### src/rtl/fetch_prefetch_queue.sv
// fetch_prefetch_queue: instruction-fetch front end for the pipelined MIPS core.
// Combines a PC sequencer, a credit-limited in-order request port to
// instruction memory and a DEPTH-entry prefetch FIFO feeding decode through a
// valid/ready handshake. Redirects from decode flush the FIFO and discard
// responses still in flight for the old path.
// Optional feature: define FETCH_PERF_EN to add saturating performance counters
// (perf_fetched, perf_dropped, perf_starve).
module fetch_prefetch_queue #(
  parameter int                    DATA_WIDTH = 32,
  parameter int                    ADDR_WIDTH = 32,
  parameter int                    DEPTH      = 4,
  parameter logic [ADDR_WIDTH-1:0] RESET_PC   = '0
) (
  input  logic                  clk,
  input  logic                  rst,
  input  logic                  redirect,
  input  logic [ADDR_WIDTH-1:0] redirect_pc,
  output logic                  imem_req,
  output logic [ADDR_WIDTH-1:0] imem_addr,
  input  logic                  imem_gnt,
  input  logic                  imem_rvalid,
  input  logic [DATA_WIDTH-1:0] imem_rdata,
  output logic                  id_valid,
  input  logic                  id_ready,
  output logic [DATA_WIDTH-1:0] id_instr,
  output logic [ADDR_WIDTH-1:0] id_pc,
  output logic [ADDR_WIDTH-1:0] id_pc_plus_4
`ifdef FETCH_PERF_EN
  ,
  output logic [31:0]           perf_fetched,
  output logic [31:0]           perf_dropped,
  output logic [31:0]           perf_starve
`endif
);

  localparam int PW = (DEPTH > 1) ? $clog2(DEPTH) : 1;
  localparam int CW = PW + 1;

  logic [ADDR_WIDTH-1:0] fetch_pc;
  logic [ADDR_WIDTH-1:0] resp_pc;
  logic [CW-1:0]         count;
  logic [CW-1:0]         outstanding;
  logic [CW-1:0]         drop_cnt;
  logic [PW-1:0]         wptr;
  logic [PW-1:0]         rptr;

  logic [DATA_WIDTH-1:0] instr_q [DEPTH];
  logic [ADDR_WIDTH-1:0] pc_q    [DEPTH];
  logic [ADDR_WIDTH-1:0] pc4_q   [DEPTH];

  logic [CW:0]           credit_used;
  logic                  issue;
  logic                  drop;
  logic                  push;
  logic                  pop;
  logic [CW-1:0]         out_after_resp;

  // Entries held plus entries still in flight must never exceed the FIFO size,
  // so every response is guaranteed a slot.
  assign credit_used = {1'b0, count} + {1'b0, outstanding};
  assign imem_req    = !rst && !redirect && (credit_used < (CW+1)'(DEPTH));
  assign imem_addr   = fetch_pc;

  assign issue = imem_req && imem_gnt;
  assign drop  = imem_rvalid && (drop_cnt != '0);
  assign push  = imem_rvalid && (drop_cnt == '0) && !redirect;
  assign pop   = id_valid && id_ready && !redirect;

  // A response with nothing outstanding (e.g. stray memory activity) must not
  // wrap the counter.
  assign out_after_resp = (imem_rvalid && (outstanding != '0)) ? outstanding - CW'(1)
                                                               : outstanding;

  assign id_valid     = (count != '0);
  assign id_instr     = instr_q[rptr];
  assign id_pc        = pc_q[rptr];
  assign id_pc_plus_4 = pc4_q[rptr];

  // PC sequencing, credit tracking, stale-response dropping and FIFO update.
  always_ff @(posedge clk) begin
    if (rst) begin
      fetch_pc    <= RESET_PC;
      resp_pc     <= RESET_PC;
      count       <= '0;
      outstanding <= '0;
      drop_cnt    <= '0;
      wptr        <= '0;
      rptr        <= '0;
      for (int i = 0; i < DEPTH; i++) begin
        instr_q[i] <= '0;
        pc_q[i]    <= '0;
        pc4_q[i]   <= '0;
      end
    end else begin
      outstanding <= out_after_resp + CW'(issue);
      if (redirect) begin
        // Everything still in flight belongs to the old path and is discarded.
        fetch_pc <= redirect_pc;
        resp_pc  <= redirect_pc;
        count    <= '0;
        rptr     <= wptr;
        drop_cnt <= out_after_resp;
      end else begin
        if (issue) begin
          fetch_pc <= fetch_pc + ADDR_WIDTH'(4);
        end
        if (drop) begin
          drop_cnt <= drop_cnt - CW'(1);
        end
        if (push) begin
          instr_q[wptr] <= imem_rdata;
          pc_q[wptr]    <= resp_pc;
          pc4_q[wptr]   <= resp_pc + ADDR_WIDTH'(4);
          wptr          <= wptr + PW'(1);
          resp_pc       <= resp_pc + ADDR_WIDTH'(4);
        end
        if (pop) begin
          rptr <= rptr + PW'(1);
        end
        count <= count + CW'(push) - CW'(pop);
      end
    end
  end

  // The credit rule makes a push into a full FIFO impossible.
  assert property (@(posedge clk) disable iff (rst) !(push && !pop && (count == CW'(DEPTH))));
  assert property (@(posedge clk) disable iff (rst) (outstanding <= CW'(DEPTH)));

`ifdef FETCH_PERF_EN
  function automatic logic [31:0] sat_add(input logic [31:0] a, input logic [31:0] b);
    logic [32:0] s;
    s = {1'b0, a} + {1'b0, b};
    return s[32] ? 32'hFFFF_FFFF : s[31:0];
  endfunction

  // Performance counters; a redirect discards every queued entry and any
  // response arriving in the same cycle.
  always_ff @(posedge clk) begin
    if (rst) begin
      perf_fetched <= '0;
      perf_dropped <= '0;
      perf_starve  <= '0;
    end else begin
      perf_fetched <= sat_add(perf_fetched, 32'(pop));
      if (redirect) begin
        perf_dropped <= sat_add(perf_dropped, 32'(count) + 32'(imem_rvalid));
      end else begin
        perf_dropped <= sat_add(perf_dropped, 32'(drop));
      end
      perf_starve <= sat_add(perf_starve, 32'(!id_valid && id_ready));
    end
  end
`endif

endmodule

### config.mk
export PLATFORM = sky130hd
export DESIGN_NAME = fetch_prefetch_queue
export DESIGN_NICKNAME = d
export VERILOG_FILES = /design/src/rtl/fetch_prefetch_queue.sv
export SDC_FILE = /design/constraint.sdc
export NUM_CORES = 1
export LEC_CHECK = 0
export CAP_MARGIN = 0
export CORE_MARGIN = 2
export CORE_UTILIZATION = 57
export CTS_BUF_LIST = sky130_fd_sc_hd__clkbuf_8 sky130_fd_sc_hd__clkbuf_16
export DETAILED_ROUTE_END_ITERATION = 10
export MAX_ROUTING_LAYER = met4
export PLACE_DENSITY = 0.8
export SLEW_MARGIN = 40
export SYNTH_ARGS = -nofsm -noshare
export SYNTH_HDL_FRONTEND = slang
export SYNTH_SLANG_ARGS = --single-unit
### constraint.sdc
create_clock -name clk -period 28.8 [get_ports clk]
set_input_delay 5.76 -clock clk [delete_from_list [all_inputs] [get_ports clk]]
set_output_delay 5.76 -clock clk [all_outputs]
set_load 0.02 [all_outputs]
**After elaboration in Yosys (flattened, before gate mapping)**

Memories as Yosys holds them, arrays and structs flattened. A register that Yosys moved wholly into a read port is not among the register bits.
Cells that the tools add are included.
Widths: inputs -> output; s select.

- Register bits: 77
- Memory bits (writable): 384
- Input port bits: 70
- Output and inout bits: 130
- Logic and storage cells: 76
- Memories kept: 3

- Add/sub/neg operators: 10
- Magnitude comparators: 1
- Mux-type cells: 30
- Bitwise logic cells: 1
- Reductions and logical operators: 24

Memory list:

| name | words | width | rd ports | clocked after Yosys merged registers in | write ports | line | text |
|---|---|---|---|---|---|---|---|
| instr_q | 4 | 32 | 1 | 1 | 4 | 47 | `logic [DATA_WIDTH-1:0] instr_q [DEPTH];` |
| pc4_q | 4 | 32 | 1 | 1 | 4 | 49 | `logic [ADDR_WIDTH-1:0] pc4_q [DEPTH];` |
| pc_q | 4 | 32 | 1 | 1 | 4 | 48 | `logic [ADDR_WIDTH-1:0] pc_q [DEPTH];` |

Operators by type and width:

| kind | count |
|---|---|
| $mux 32 | 7 |
| $reduce_or 32->1 | 3 |
| $add 32x3->32 const B | 2 |
| $mux 2 | 11 |
| $logic_and 1x1->1 | 9 |
| $mux 1 | 9 |
| $mux 3 | 3 |
| $reduce_bool 3->1 | 3 |
| $reduce_bool 2->1 | 4 |
| $add 3x1->3 | 2 |
| $sub 3x1->3 const B | 2 |
| $add 2x1->2 const B | 2 |
| $add 3x3->4 | 1 |
| $lt 4x3->1 const B | 1 |
| $logic_not 3->1 | 1 |
| $sub 3x1->3 | 1 |
| $logic_not 1->1 | 2 |
| $reduce_and 2->1 | 1 |
| $reduce_or 2->1 | 1 |
| $not 1->1 | 1 |

**Depth between registers and ports, before layout**

Gate-level depths: netlist of run 1.

- Word-level depth: 9
- Gate-level depth with buffers: 13
- Mapped depth without buffers: 13

**Worst setup path after synthesis of run 1**

No wires, ideal clock.

- Kind: input port to flip-flop
- Start: input imem_rvalid
- End: memory instr_q[3][0] (enable)
- Setup time: 676 ps
- Data arrival time: 13044 ps
- Required time: 28124 ps
- Slack: 15080 ps
- Cell stages on the path: 5
- Buffers on the path: 1
- Cells stage by stage: clkbuf_2 -> nand3b_1 -> nor2_1 -> nand2_1 -> o21ai_0

RTL lines:

| what | line | text |
|---|---|---|
| start: declaration | 21 | `input logic imem_rvalid,` |
| end: declaration | 47 |  |

**Final worst setup path of run 1**

- Start: input rst
- End: output imem_req

- Word-level cells in the longest chain between the ends: 3

RTL lines:

| what | line | text |
|---|---|---|
| start: declaration | 15 | `input logic rst,` |
| $logic_not 1->1 | 61 | `assign imem_req = !rst && !redirect && (credit_used < (CW+1)'(DEPTH));` |
| $logic_and 1x1->1 (2 in a row) | 61 |  |
| end: declaration | 18 | `output logic imem_req,` |

Every way passes these cells.

==> flow_summary.ini, run 1 <==
[hold_path]
hold_end = imem_addr[1]$_SDFFE_PP0P_
holdPathStages = 2
min_from = imem_addr[1]$_SDFFE_PP0P_
hold_path.class = register to register

[power_and_ir_drop]
p_per_area_nw_per_um2 = 65.94
peakVddDrop_v = 0.00004766
swShare = 0.2564
p_comb_frac = 0.151
pwr-share-clk = 0.363
p_total_mw = 1.605
power_frac_seq = 0.487
switchingPower_mw = 0.4116
p_leak_nw = 8.666
internal-power_mw = 1.194

[timing]
skew_ns = 0.02173
rsz0062_at_grt = false
fmax_ghz = 0.07577
fin_crit_sh = 0.4583
worstMarginPinSlew_ns = 0.8321
hold_viol_final = 0
relSlewSlack = 0.4453
fin_tns_setup_ns = 0
maxSlewViolCount = 0
fin_crit_ns = 13.20
finalSetupViolations = 0

[run_status]
status = finished, final reports clean

[logic_synthesis]
syn-num-nets = 1701
synth_edf_count = 376
yosysMostFrequentCell = edfxtp_1
synthTopCellsByCount = 376 x edfxtp_1, 273 x nor2_1, 125 x nand2_1
syn-cell-area_um2 = 20520
synth_flop_cell = edfxtp_1
synth_area_leaders = edfxtp_1 55%, mux4_2 10%, dfxtp_1 7.7%
postSynthCellCount = 1618
synth.largest_area_cell = edfxtp_1
ys_seq_area_frac = 0.6273
synth_seq_cells = 455
synthArstFlopShare = 0
synth.distinct_cells = 66
yosys.area.top_type_share = 0.5502
ys.warnings.count = 0
avgSynthCellArea_um2 = 12.68

[detailed_routing]
wl_per_cell_um = 22.19
drt_iter0_drc = 1276
post-route-drc-count = 0
routed_wl_um = 50190
vias = 13670
drt_first_pass_iters = 7
ant_nets = 0
viasPerCell = 6.043

[floorplan]
num_rows = 69
initial_core_util = 0.5783
die_w_um = 193.7
pin_count = 200
coreArea_um2 = 35480
die-area_um2 = 37530
fp.dieH_um = 193.7

[cts]
root_buffer = clkbuf_16
cts_resized = 0
clk_transition_reported_paths_ns = 0.06
clk_latency_ns = 0.57
cts_made_buffers = 45
postCtsSetupRepairBufs = 0
clk_path_buf_depth = 3
h-tree-depth = 2
cts_tree = built
numClockSinks = 455
hold_buffers = 0

[worst_setup_path]
cp_slowest_cell = clkdlybuf4s50_1
crit_chain = buf_2 -> buf_4 -> nor2_1 -> and3_1 -> clkdlybuf4s50_1
arrival_ns = 7.44
critPathRequiredTime_ns = 23.04
crit_type = input port to output pin
reg2reg_from = drop_cnt[0]$_SDFFE_PP0P_
end_kind = output pin
crit_buf_inv = 3
ff2ff_path_depth = 10
r2r_slack_ns = 24.91
max_stage_delay_ns = 0.60
rr_endpoint = pc_q[1][13]$_SDFFCE_PN0P_
cp_max_fo = 60
critPathTopFamily = buffers and inverters
startpoint_type = input port

[final_layout]
final_area_um2 = 24350
drive_above_1_share = 0.1205
synthToLayoutAreaGrowth_pct = 18.65
antennaDiodeCount = 0
final_nets = 1850
layout.cells.non_filler = 2262
fillers = 2372

[placement]
dp.cells = 2180
dpl.hpwl_um = 29940
finalWeightedCongestion = 0.8982
port_buffers = 199
place_area_um2 = 22840

[global_routing]
grt_max_degree = 69
grt.overflow.total = 0
antenna_found_initial = 0
first_global_vias = 13590
grt.total_usage = 0.2749
grt_first_pass_wirelength_um = 77580

[run]
max-cap-violations = 0
## per-layer routing
layer,global-route usage,up-vias,wire (µm)
met5,-,-,0
met4,0.08171,0,1306
met3,0.04401,88,4785
met2,0.4358,776,24170
met1,0.3712,6659,19930
li1,-,6146,-
## layout make-up
| cell class | count | area, µm² | area share |
|---|---|---|---|
| flip-flops and latches | 455 | 12880 | 0.5290 |
| well taps | 461 | 576.8 | 0.02369 |
| clock inverters | 34 | 310.3 | 0.01275 |
| repair buffers | 222 | 2198 | 0.09030 |
| multi-input cells | 954 | 6893 | 0.2831 |
| inverters | 89 | 334.1 | 0.01372 |
| clock buffers | 47 | 1154 | 0.04738 |
## sequential cells by signal, summed over array words and instances, names as in the netlist, named ones only
| name | cells |
|---|---|
| count | 3 |
| drop_cnt | 3 |
| imem_addr | 32 |
| instr_q | 128 |
| outstanding | 3 |
| pc4_q | 122 |
| pc_q | 126 |
| resp_pc | 32 |
| rptr | 2 |
| wptr | 2 |
## through the flow
stage	utilization	hold WS, ns	setup WS (ns)
2_1_floorplan	-	0.4572	15.08
3_3_place_gp	0.6428	0.4512	15.64
3_5_place_dp	0.6436	0.4665	15.64
4_1_cts	0.6848	0.4785	15.62
5_1_grt	0.6861	0.5148	15.52
6_report	0.6861	0.4787	15.60
## tightest hold or removal path, stage by stage, from the launching register on
cell,delay [ns]
dfxtp_1,0.32
nand2_1,0.05
a21oi_1,0.06
## cells in the final DEF (no fill, tap or decap), types with 32 or more instances in the layout
master           count
a21oi_1             48
and2_1              67
clkbuf_16           45
clkdlybuf4s50_1    197
dfxtp_1             77
edfxtp_1           376
inv_1               96
mux4_2              94
nand2_1            121
nand3_1             32
nor2_1             273
xnor2_1             47
## how the worst max path moves through the flow
stage / start / endpoint / depth (start not counted)
2_1_floorplan: imem_rvalid / instr_q[3][0]$_DFFE_PP_ / 5
3_3_place_gp: rst / imem_req / 5
3_5_place_dp: rst / imem_req / 5
4_1_cts: rst / imem_req / 5
5_1_grt: rst / imem_req / 5
6_report: rst / imem_req / 5
## cell families (layout without fill, tap and decap cells)
logic type,count (synthesis),count (layout),synth area share
adders and majority gates,13,13,0.008293
and+or+nand+nor,635,635,0.1470
xor gates and xnor gates,61,61,0.02604
muxes,98,98,0.1053
DFF,455,455,0.6273
AOI/OAI and AO/OA,147,147,0.04622
buffers and inverters,209,392,0.03988
## power by group through the flow
stage | combinational (mW) | clock [mW] | sequential, mW
after detailed placement | 0.241 | 0 | 0.794
after CTS | 0.242 | 0.588 | 0.781
after global placement | 0.236 | 0 | 0.791
after global routing | 0.259 | 0.613 | 0.785
after floorplan | 0.147 | 0 | 0.786
final | 0.242 | 0.583 | 0.781
Power figures use the tool's default switching activity.
==> inputs of run 2 (changes only) <==
==> constraint.sdc (replaced) <==
create_clock -name clk -period 13.75 [get_ports clk]
set_input_delay 2.75 -clock clk [delete_from_list [all_inputs] [get_ports clk]]
set_output_delay 2.75 -clock clk [all_outputs]
set_load 0.02 [all_outputs]
==> flow_summary.ini, run 2 (synthesis gave the netlist of run 1 again) <==
[run_status]
status = finished, final reports clean

[final_layout]
regArea_um2 = 12880
regMostFlops = instr_q
synthToLayoutAreaGrowth_pct = 19.41
reg.largest.list = instr_q x128, pc_q x126, pc4_q x122
final_nets = 1851
layout.cells.non_filler = 2266
fillers = 2392
layout_commonest_cell = edfxtp_1
most-common-layout-cells = 376 x edfxtp_1, 273 x nor2_1, 197 x clkdlybuf4s50_1
multi_input_comb_area_um2 = 6890
drive_above_1_share = 0.1236
largest_reg_flops = 128

[worst_setup_path]
critPathRequiredTime_ns = 11.00
crit_type = input port to output pin
arrival_ns = 4.47
startpoint_type = input port
end_kind = output pin
cp_max_fo = 60

[power_and_ir_drop]
p_total_mw = 3.478
p_leak_nw = 8.719
pwr-share-clk = 0.383
internal-power_mw = 2.592
p_per_area_nw_per_um2 = 141.9
power_frac_seq = 0.471
peakVddDrop_v = 0.0001963
swShare = 0.2546
switchingPower_mw = 0.8855
p_comb_frac = 0.146

[detailed_routing]
post-route-drc-count = 0
routed_wl_um = 51010
drt_first_pass_iters = 6
vias = 13820
wl_per_cell_um = 22.51
viasPerCell = 6.099
drt_iter0_drc = 1354
ant_nets = 0

[global_routing]
grt.total_usage = 0.2775
grt.overflow.total = 0
first_global_vias = 13800
antenna_found_initial = 1
grt_first_pass_wirelength_um = 78360
grt_max_degree = 78

[cts]
cts_made_buffers = 48
h-tree-depth = 2
cts_tree = built
root_buffer = clkbuf_16
numClockSinks = 455
clk_path_buf_depth = 3
hold_buffers = 0
clk_transition_reported_paths_ns = 0.06
postCtsSetupRepairBufs = 0
cts_resized = 0
clk_latency_ns = 0.58

[placement]
finalWeightedCongestion = 0.9108
dp.cells = 2178
dpl.hpwl_um = 30680
port_buffers = 199

[hold_path]
hold_path.class = register to register

[timing]
relSlewSlack = 0.4049
hold_viol_final = 0
skew_ns = 0.01961
fin_tns_setup_ns = 0
finalSetupViolations = 0
worstMarginPinSlew_ns = 0.8926
fmax_ghz = 0.1386
fin_crit_ns = 7.216
rsz0062_at_grt = false
fin_crit_sh = 0.5248
maxSlewViolCount = 0

[floorplan]
fp.dieH_um = 193.7
num_rows = 69
die_w_um = 193.7
die-area_um2 = 37530
initial_core_util = 0.5783
pin_count = 200
coreArea_um2 = 35480

[run]
max-cap-violations = 0
run 2: final timing paths:
kind	from	end	slack (ns)	cells after the start
min	imem_addr[0]$_SDFFE_PP0P_	imem_addr[0]$_SDFFE_PP0P_	0.46	2
max reg2reg	drop_cnt[0]$_SDFFE_PP0P_	pc4_q[1][12]$_SDFFCE_PN0P_	9.94	9
max	rst	imem_req	6.53	5
min reg2reg	imem_addr[0]$_SDFFE_PP0P_	imem_addr[0]$_SDFFE_PP0P_	0.46	2
run 2: metal layers:
| metal | vias up | GRT usage | wire, µm |
|---|---|---|---|
| met1 | 6789 | 0.3746 | 20390 |
| li1 | 6147 | - | - |
| met2 | 778 | 0.4361 | 24330 |
| met4 | 0 | 0.08623 | 1415 |
| met5 | - | - | 0 |
| met3 | 106 | 0.04731 | 4874 |
run 2: final cells by class:
class / count / area share
diodes: 1 / 0.0001021
well taps: 461 / 0.02354
inverters: 89 / 0.01363
flip-flops and latches: 455 / 0.5257
repair buffers: 220 / 0.08906
clock inverters: 34 / 0.01506
clock buffers: 52 / 0.05173
multi-input cells: 954 / 0.2812
run 2: through the flow:
stage	worst slack [ns]	hold WS (ns)	instance area [µm²]	utilization
2_1_floorplan	3.040	0.4572	20520	-
3_3_place_gp	6.578	0.4532	22800	0.6426
3_5_place_dp	6.569	0.4540	22820	0.6432
4_1_cts	6.542	0.4643	24460	0.6893
5_1_grt	6.449	0.4945	24500	0.6905
6_report	6.534	0.4619	24500	0.6905
run 2: power by group through the flow:
stage | Sequential [mW] | Clock, mW | Combinational (mW)
3_5_place_dp | 1.66 | 0 | 0.502
4_1_cts | 1.64 | 1.35 | 0.506
3_3_place_gp | 1.66 | 0 | 0.491
6_report | 1.64 | 1.33 | 0.506
5_1_grt | 1.65 | 1.40 | 0.538
2_1_floorplan | 1.65 | 0 | 0.308
run 2: worst max-delay path, cell delays in order:
cell and delay (ns):
buf_2 0.10, buf_4 0.30, nor2_1 0.44, and3_1 0.24
clkdlybuf4s50_1 0.60
